[src/rtl/neuron_pkg.sv]
`default_nettype none
// +----------------------------------------------------------------------------+
// | Package : neuron_pkg                                                       |
// | Purpose : Shared types and helpers for the neuron weight sequencer.        |
// |           Holds the sequencer state encoding and the address-range check   |
// |           used at elaboration time.                                        |
// | Revision: 1.0  initial release                                             |
// +----------------------------------------------------------------------------+
package neuron_pkg;

  typedef enum logic [1:0] {
    IDLE  = 2'd0,
    LOAD  = 2'd1,
    RUN   = 2'd2,
    DRAIN = 2'd3
  } seq_state_t;

  // Largest address width the range check below can evaluate safely.
  localparam int unsigned MAX_ADDRESS_BITS = 31;

  // True when n weights (n >= 1) fit in an address space of 'bits' bits.
  function automatic bit addr_range_ok(input int unsigned n, input int unsigned bits);
    return (bits >= 1) && (bits <= MAX_ADDRESS_BITS) && (n >= 1) &&
           (longint'(n) <= (longint'(1) << bits));
  endfunction

endpackage : neuron_pkg
`default_nettype wire

[src/rtl/seq_addr_counter.sv]
`default_nettype none
// +----------------------------------------------------------------------------+
// | Module  : seq_addr_counter                                                 |
// | Purpose : Weight-memory address counter shared by the LOAD and RUN modes.  |
// |           Counts 0..LAST and returns to 0 on the increment at LAST, so it  |
// |           never produces an address beyond the last weight.                |
// | Ports   : clk_i    rising-edge clock                                       |
// |           rst_ni   asynchronous active-low reset                           |
// |           clear_i  force count to 0 (priority over inc_i)                  |
// |           inc_i    advance count by one                                    |
// |           count_o  current address                                         |
// |           tc_o     terminal count flag (count_o == LAST)                   |
// | Revision: 1.0  initial release                                             |
// +----------------------------------------------------------------------------+
module seq_addr_counter #(
  parameter int unsigned WIDTH = 10,
  parameter int unsigned LAST  = 783
) (
  input  logic             clk_i,
  input  logic             rst_ni,
  input  logic             clear_i,
  input  logic             inc_i,
  output logic [WIDTH-1:0] count_o,
  output logic             tc_o
);

  localparam logic [WIDTH-1:0] LAST_VAL = WIDTH'(LAST);

  logic [WIDTH-1:0] count_q;
  logic [WIDTH-1:0] count_d;

  assign tc_o    = (count_q == LAST_VAL);
  assign count_o = count_q;

  always_comb begin
    count_d = count_q;
    if (clear_i) begin
      count_d = '0;
    end else if (inc_i) begin
      count_d = tc_o ? '0 : count_q + WIDTH'(1);
    end
  end

  always_ff @(posedge clk_i or negedge rst_ni) begin
    if (!rst_ni) begin
      count_q <= '0;
    end else begin
      count_q <= count_d;
    end
  end

endmodule : seq_addr_counter
`default_nettype wire

[src/rtl/weight_sequencer.sv]
`default_nettype none
// +----------------------------------------------------------------------------+
// | Module  : weight_sequencer                                                 |
// | Purpose : Controller in front of one neuron's weight memory. LOAD mode     |
// |           streams NUM_WEIGHTS weights into addresses 0..N-1; RUN mode      |
// |           reads one weight per accepted activation and hands the aligned   |
// |           {weight, activation} pair to the MAC stage one cycle later.      |
// | Ports   : clk_i / reset_ni          clock, async active-low reset          |
// |           load_start_i/run_start_i  mode start pulses (IDLE only)          |
// |           abort_i                   return to IDLE, no done pulse          |
// |           w_valid_i/w_data_i/w_ready_o   weight stream                     |
// |           x_valid_i/x_data_i/x_ready_o   activation stream                 |
// |           mem_*                     weight memory write/read ports         |
// |           mac_*                     pair to MAC (no backpressure)          |
// |           busy_o/load_done_o/run_done_o  status                            |
// | Revision: 1.0  initial release                                             |
// +----------------------------------------------------------------------------+
module weight_sequencer
  import neuron_pkg::*;
#(
  parameter int unsigned DATA_BITS    = 16,
  parameter int unsigned NUM_WEIGHTS  = 784,
  parameter int unsigned ADDRESS_BITS = 10
) (
  input  logic                    clk_i,
  input  logic                    reset_ni,
  input  logic                    load_start_i,
  input  logic                    run_start_i,
  input  logic                    abort_i,
  input  logic                    w_valid_i,
  input  logic [DATA_BITS-1:0]    w_data_i,
  output logic                    w_ready_o,
  input  logic                    x_valid_i,
  input  logic [DATA_BITS-1:0]    x_data_i,
  output logic                    x_ready_o,
  output logic                    mem_write_en_o,
  output logic [ADDRESS_BITS-1:0] mem_write_add_o,
  output logic [DATA_BITS-1:0]    mem_weight_in_o,
  output logic                    mem_read_en_o,
  output logic [ADDRESS_BITS-1:0] mem_read_add_o,
  input  logic [DATA_BITS-1:0]    mem_weight_out_i,
  output logic                    mac_valid_o,
  output logic [DATA_BITS-1:0]    mac_weight_o,
  output logic [DATA_BITS-1:0]    mac_x_o,
  output logic                    mac_last_o,
  output logic                    busy_o,
  output logic                    load_done_o,
  output logic                    run_done_o
);

  generate
    if (!addr_range_ok(NUM_WEIGHTS, ADDRESS_BITS)) begin : g_param_check
      $error("weight_sequencer: NUM_WEIGHTS must be in 1..2**ADDRESS_BITS");
    end
  endgenerate

  seq_state_t              state_q;
  seq_state_t              state_d;
  logic [ADDRESS_BITS-1:0] cnt;
  logic                    cnt_tc;
  logic                    cnt_clear;
  logic                    cnt_inc;
  logic                    w_accept;
  logic                    x_accept;
  logic [DATA_BITS-1:0]    x_q;
  logic                    pair_q;
  logic                    load_done_q;

  // Handshake qualification. Ready is withdrawn while abort is high so a beat
  // offered in the abort cycle (including the final one) is never consumed.
  assign w_accept = w_valid_i && (state_q == LOAD) && !abort_i;
  assign x_accept = x_valid_i && (state_q == RUN)  && !abort_i;

  // Counter sits at 0 whenever idle; abort also rewinds it so the next pass
  // always starts at address 0.
  assign cnt_clear = (state_q == IDLE) || abort_i;
  assign cnt_inc   = w_accept || x_accept;

  seq_addr_counter #(
    .WIDTH (ADDRESS_BITS),
    .LAST  (NUM_WEIGHTS - 1)
  ) u_addr_counter (
    .clk_i   (clk_i),
    .rst_ni  (reset_ni),
    .clear_i (cnt_clear),
    .inc_i   (cnt_inc),
    .count_o (cnt),
    .tc_o    (cnt_tc)
  );

  // State register
  always_ff @(posedge clk_i or negedge reset_ni) begin
    if (!reset_ni) begin
      state_q <= IDLE;
    end else begin
      state_q <= state_d;
    end
  end

  // Next-state logic
  always_comb begin
    state_d = state_q;
    case (state_q)
      IDLE: begin
        // load_start has priority; a coincident run_start is dropped.
        if (load_start_i) begin
          state_d = LOAD;
        end else if (run_start_i) begin
          state_d = RUN;
        end
      end
      LOAD: begin
        if (abort_i) begin
          state_d = IDLE;
        end else if (w_accept && cnt_tc) begin
          state_d = IDLE;
        end
      end
      RUN: begin
        if (abort_i) begin
          state_d = IDLE;
        end else if (x_accept && cnt_tc) begin
          state_d = DRAIN;
        end
      end
      DRAIN: begin
        state_d = IDLE;
      end
      default: begin
        state_d = IDLE;
      end
    endcase
  end

  // Datapath registers: the activation is held one cycle so it lines up with
  // the registered memory read; pair_q marks that a read was issued last cycle.
  always_ff @(posedge clk_i or negedge reset_ni) begin
    if (!reset_ni) begin
      x_q         <= '0;
      pair_q      <= 1'b0;
      load_done_q <= 1'b0;
    end else begin
      pair_q      <= x_accept;
      load_done_q <= w_accept && cnt_tc;
      if (x_accept) begin
        x_q <= x_data_i;
      end
    end
  end

  // Output logic. Address/data buses are forced to 0 when not strobed so that
  // every output reads 0 while reset is held.
  always_comb begin
    w_ready_o       = (state_q == LOAD) && !abort_i;
    x_ready_o       = (state_q == RUN)  && !abort_i;
    mem_write_en_o  = w_accept;
    mem_write_add_o = w_accept ? cnt : '0;
    mem_weight_in_o = w_accept ? w_data_i : '0;
    mem_read_en_o   = x_accept;
    mem_read_add_o  = x_accept ? cnt : '0;
    mac_valid_o     = pair_q;
    mac_weight_o    = pair_q ? mem_weight_out_i : '0;
    mac_x_o         = pair_q ? x_q : '0;
    // DRAIN is exactly the cycle in which the final pair is presented.
    mac_last_o      = (state_q == DRAIN);
    run_done_o      = (state_q == DRAIN);
    busy_o          = (state_q != IDLE);
    load_done_o     = load_done_q;
  end

endmodule : weight_sequencer
`default_nettype wire

[config.mk]
export PLATFORM = sky130hd
export DESIGN_NAME = weight_sequencer
export DESIGN_NICKNAME = d
export VERILOG_FILES = /design/src/rtl/neuron_pkg.sv /design/src/rtl/seq_addr_counter.sv /design/src/rtl/weight_sequencer.sv
export SDC_FILE = /design/constraint.sdc
export NUM_CORES = 1
export LEC_CHECK = 0
export CAP_MARGIN = 20
export CORE_MARGIN = 2
export CORE_UTILIZATION = 30
export CTS_CLUSTER_DIAMETER = 200
export DETAILED_ROUTE_END_ITERATION = 7
export PLACE_DENSITY = 0.71
export SLEW_MARGIN = 20
export SYNTH_ARGS = -nofsm -noshare
export SYNTH_HDL_FRONTEND = slang
export SYNTH_SLANG_ARGS = --single-unit
[constraint.sdc]
create_clock -name clk_i -period 3.5 [get_ports clk_i]
set_clock_uncertainty 0.15 [all_clocks]
set_input_delay 0.35 -clock clk_i [delete_from_list [all_inputs] [get_ports clk_i]]
set_output_delay 0.35 -clock clk_i [all_outputs]
set_load 0.02 [all_outputs]
# Yosys cells after proc, flatten, opt, wreduce, memory -nomap -nowiden

Index checks and enable logic that the tools add are counted.

Add/subtract/negate cells: 1
Multipliers: 0
Divide/modulo/power cells: 0
Order comparisons: 0
Equality and inequality tests: 7
Shift operators: 0
Muxes and demuxes: 15
Bitwise gates (word level): 0
Reduce and logical (&&, ||, !) cells: 15

Operators by type and width:

| cell                    | number |
|---|---|
| $mux W10                | 5 |
| $mux W16                | 3 |
| $mux W2                 | 6 |
| $add A10 B1 Y10 const B | 1 |
| $eq A10 B10 Y1 const B  | 1 |
| $logic_and A1 B1 Y1     | 8 |
| $pmux W2 S4             | 1 |
| $ne A3 B3 Y1 const B    | 2 |
| $eq A2 B2 Y1 const B    | 2 |
| $reduce_bool A2 Y1      | 2 |
| $ne A3 B2 Y1 const B    | 1 |
| $reduce_and A3 Y1       | 1 |
| $eq A2 B1 Y1 const B    | 1 |
| $logic_not A2 Y1        | 1 |
| $logic_or A1 B1 Y1      | 2 |
| $logic_not A1 Y1        | 1 |

Bits in registers: 30
Latch bits: 0
Bits in writable memories: 0
Memory bits (read-only): 0
Input port bits: 55
Output and inout bits: 77
Word-level logic and storage cells: 43
Memories: 0

# Longest topological paths before layout

Word-level depth: 7
Depth in mapped cells: 6
Gate-level depth less buffers: 5

# Cells and area by module

From an unflattened synthesis, not the netlist that was laid out.

Cell total of the unflattened synthesis: 195
Area, all modules: 1923.1 sq um

By module, submodules not included:

| module           | times used | cells an instance | area an instance (sq um) | sequential area each (sq um) |
|---|---|---|---|---|
| weight_sequencer | 1          | 135               | 1330.0                   | 500.5 |
| seq_addr_counter | 1          | 60                | 593.1                    | 250.2 |

# Worst setup path before layout

OpenSTA, ideal clock, no wires.

Path kind: register to output
Start: register state_q[0]
End: output port mem_weight_in_o[10]
Arrival: 1.605 ns
Data required time: 3.000 ns
Slack: 1.395 ns
Cell stages (with the launch flop): 4
Path buffers: 1
Cells stage by stage: dfrtp_1 -> nor3b_1 -> clkbuf_1 -> and3_1

Word-level cells in the longest chain between the ends: 4

Ends and longest elaborated chain:

| what                             | line                    | source |
|---|---|---|
| from (decl)                      | weight_sequencer.sv:57  | `seq_state_t state_q;` |
| from (signal assigned)           | weight_sequencer.sv:96  | `state_q <= state_d;` |
| $eq A2 B1 Y1                     | weight_sequencer.sv:71  | `assign w_accept = w_valid_i && (state_q == LOAD) && !abort_i;` |
| $logic_and A1 B1 Y1 (2 in a row) | weight_sequencer.sv:71  |  |
| $mux W16                         | weight_sequencer.sv:158 | `mem_weight_in_o = w_accept ? w_data_i : '0;` |
| to (decl)                        | weight_sequencer.sv:38  | `output logic [DATA_BITS-1:0] mem_weight_in_o,` |

No other way between the ends.

# Final worst setup path

Start: input port abort_i
End: output port mem_read_add_o[5]

Word-level cells in the longest chain between the ends: 3

Ends and longest elaborated chain:

| what                | line                    | source |
|---|---|---|
| from (decl)         | weight_sequencer.sv:29  | `input logic abort_i,` |
| $logic_not A1 Y1    | weight_sequencer.sv:72  | `assign x_accept = x_valid_i && (state_q == RUN) && !abort_i;` |
| $logic_and A1 B1 Y1 | weight_sequencer.sv:72  |  |
| $mux W10            | weight_sequencer.sv:160 | `mem_read_add_o = x_accept ? cnt : '0;` |
| to (decl)           | weight_sequencer.sv:40  | `output logic [ADDRESS_BITS-1:0] mem_read_add_o,` |

No other way between the ends.

==> results by stage <==
STA:
- Dividing the final minimum period by the clock period gives 0.829.
- Final hold analysis gives a worst-case slack of ~0.31 ns.
- The total setup violations reported at the end of the flow is 0.
- The routed design could run at a clock period as short as 2.90 ns.
- The setup TNS is 0 ns.
- The number of slew-limit violations in the final report is 0.
- The number of endpoints with negative hold slack in the final report is 0.
- Setup repair after global routing left no endpoint under its margin.
- The transition at the pin with the smallest max-transition slack is 0.758 ns.
- Headroom to the max-slew limit came out at 0.495.
- The final worst slack is 0.597 ns.
- The maximum clock rate is ~340 MHz.

Finish:
- Summing all multi-input logic gate instances after layout gives about 990 um2.
- The fill cell instance count of the final layout is 537.
- The area growth from synthesis to layout is 80.1%.
- For this run, the post-layout net count is around 380.
- The share of cells above drive strength 1 is 0.107.
- The count of inserted antenna diode cells is 0.
- The area occupied by registers is about 750 um2.

Routing:
- In the routed design, unresolved DRC markers number 0.
- The detailed-route via count is between 1500 and 2000.
- The DRC violation total after the first TritonRoute iteration is 68.
- The first TritonRoute pass finished after 4 iterations.
- Using the TritonRoute via totals, the vias-per-cell ratio works out to around 4.7.
- The count of nets left with antenna violations after detail routing is 0.
- After detailed routing, the average wire length per cell comes to approximately 14 um.
- Wires add up to between 5 and 6 mm.

Clocking:
- Clock tree synthesis inserted a total of 5 buffers.
- The maximum level of the CTS H-tree is 2.
- Counting every sink on the clock net gives 30.
- The number of buffers on the longest clock path is 2.
- TritonCTS built the clock tree.
- The cell at the root of the clock tree is sky130_fd_sc_hd__clkbuf_8.
- The clock latency on the worst-skew pair is around 0.27 ns.
- The CTS clock-pin slew for the worst setup and hold paths is roughly 0.060 ns.
- The count of cells resized by post-cts repair is 0.
- Hold repair after CTS inserted 0 buffers.
- The post-CTS setup buffer count is 0.

Run status:
- The run finished with clean final reports.

Power:
- Across the VDD grid, the largest voltage drop is 0.000271 V.
- Of the total power, combinational logic draws 0.310.
- The relative contribution of sequential cells to total power is 0.424.
- The net load switching power is between 300 and 400 uW.
- The share of total power consumed by net switching is 0.286.
- In this run the static leakage power is about 1.4 nW.
- The share of total power dissipated in the clock network is 0.266.
- The power density of the placed cells is roughly 370 nW/um2.
- Cell internal power was estimated by the tool at between 800 and 900 uW.

Yosys:
- The synthesized design contains 0 enable-type register cells.
- By area the synthesized netlist is led by sky130_fd_sc_hd__dfrtp_1 41%, sky130_fd_sc_hd__and2_1 12%, sky130_fd_sc_hd__and3_1 11%.
- Counting flops and latches in the post-synthesis netlist gives 30.
- After technology mapping, the gate count stands at roughly 200.
- Of all flip-flops after synthesis, the portion carrying an async set or reset was 1.00.
- The number of nets handed over by synthesis was around 250.
- The top-area cell type share of the netlist area is 0.409.
- The synthesized netlist contains 35 unique library cells.
- Sorting the synthesized cells by how often they occur yields 34 x sky130_fd_sc_hd__and2_1, 32 x sky130_fd_sc_hd__and3_1, 30 x sky130_fd_sc_hd__dfrtp_1.
- The total of warnings raised by yosys is 0.
- The sequential element share of the synthesized area is 0.409.
- The synthesized netlist occupies a cell area of 1840 um2.
- The most frequent cell after synthesis is sky130_fd_sc_hd__and2_1.
- Averaged over all synthesized cells, the footprint is between 9 and 10 um2.
- The dominant synthesized flop cell is sky130_fd_sc_hd__dfrtp_1.
- Of all cell types, the one taking the most synthesized area is sky130_fd_sc_hd__dfrtp_1.

Global route:
- The overall track demand over capacity in global routing is 0.165.
- The maximum number of pins on one net before global-route repair is 34.
- The via count of the first global-routing pass is around 1800.
- The initial antenna violation count is 0.
- The sum of overflow across all layers after global routing is 0.
- The first global-routing pass estimated ~8.7 mm of wire.

Floorplanning:
- The die covers around 6800 um2.
- The initial utilization of the core area, before any placement, comes to 0.310.
- The I/O pin total is 132.
- The die is 82.2 um tall.
- From left edge to right edge, the die measures slightly above 80 um.
- The number of cell rows is 28.
- The core outline area is slightly below 6000 um2.

Placed design:
- The congestion estimate from routability-driven global placement came to 0.843.
- The pre-CTS worst setup slack is 0.616 ns.
- The HPWL after detailed placement is about 4.5 mm.
- During placement, the flow inserted port buffers numbering 131.

Setup path:
- The data arrival time of the critical path is 2.40 ns.
- Along the worst path, the maximum fanout reaches 10.
- The worst setup path is of the in -> out kind.
- The kind of start point of the critical path is an input port.
- The kind of capture point of the worst setup path is an output port.
- Data on the critical path is required at its endpoint by ~3.0 ns.

Worst hold path:
- The min-delay analysis places its worst path in the category in -> async.

Run:
- The max-cap violation count is 0.
[flip-flops by register name, summed over array words and instances, names as in the netlist]
| register | flops |
|---|---|
| load_done_o | 1 |
| mac_valid_o | 1 |
| state_q | 2 |
| u_addr_counter.count_o | 10 |
| x_q | 16 |
[metal layers]
layer,share of wire,track usage,up-vias
met5,0,0,-
met4,0.010,0.0433,0
met3,0.055,0.0370,6
met2,0.49,0.262,47
met1,0.45,0.228,899
li1,-,-,940
[power by group through the flow]
stage               logic [mW]  registers (mW)  clock network [mW]
floorplan                0.223           0.497                   0
global placement         0.370           0.513                   0
detailed placement       0.379           0.521                   0
CTS                      0.381           0.515               0.333
global route             0.411           0.527               0.351
finish                   0.375           0.513               0.322
[critical path, cell delays in order]
cell                              delay (ns)
sky130_fd_sc_hd__clkdlybuf4s50_1        0.51
sky130_fd_sc_hd__nor2b_1                0.35
sky130_fd_sc_hd__nor2b_1                0.23
sky130_fd_sc_hd__buf_4                  0.18
sky130_fd_sc_hd__and3_2                 0.18
sky130_fd_sc_hd__clkdlybuf4s50_1        0.59
[per-stage QoR]
stage / instances / utilization / area [um2] / power, mW
after floorplan: 197 / - / 1840 / 0.720
after global placement: 393 / 0.540 / 3200 / 0.883
after CTS: 401 / 0.559 / 3310 / 1.23
final: 401 / 0.559 / 3310 / 1.21
after detailed placement: 393 / 0.540 / 3200 / 0.900
after global routing: 401 / 0.559 / 3310 / 1.29
[layout make-up]
| cell class | count | area share |
|---|---|---|
| timing repair buffer | 135 | 0.405 |
| multi-input combinational | 148 | 0.300 |
| sequential | 30 | 0.227 |
| clock buffer | 8 | 0.0333 |
| tap | 75 | 0.0284 |
| inverter | 5 | 0.00567 |
[path summary, 6_finish.rpt]
check	start	endpoint	slack, ns	depth (start not counted)
worst min-delay path	reset_ni	x_q[1]	0.31	2
worst max-delay path	abort_i	mem_read_add_o[5]	0.60	6
max in group asynchronous	reset_ni	x_q[10]	2.60	2
worst max register to register	state_q[1]	x_q[5]	1.34	6
min in group clk_i	x_q[9]	x_q[9]	0.35	1
worst min register to register	x_q[9]	x_q[9]	0.35	1
[logic make-up after synthesis]
logic type                 count (synthesis)  share of synthesized area
adders and majority gates                  1                    0.00681
DFF                                       30                      0.409
buffers and inverters                     19                     0.0531
muxes                                     16                     0.0981
and+or+nand+nor                          107                      0.346
AOI/OAI and AO/OA                         22                     0.0777
xor gates and xnor gates                   2                    0.00954
[cells in the final DEF, fill, tap and decap left out, drive strengths merged, types with 3 or more instances in the layout]
cell type | synthesis | layout
a21oi | 8 | 8
and2 | 34 | 34
and3 | 34 | 34
buf | 4 | 4
clkbuf | 10 | 8
clkdlybuf4s50 | 0 | 131
dfrtp | 30 | 30
inv | 5 | 5
mux2 | 16 | 16
nand2 | 7 | 7
nand3 | 5 | 5
nor2 | 10 | 10
o21ai | 6 | 6
o31ai | 3 | 3
or4 | 3 | 3
No activity file was read; power rests on OpenSTA's default activity.
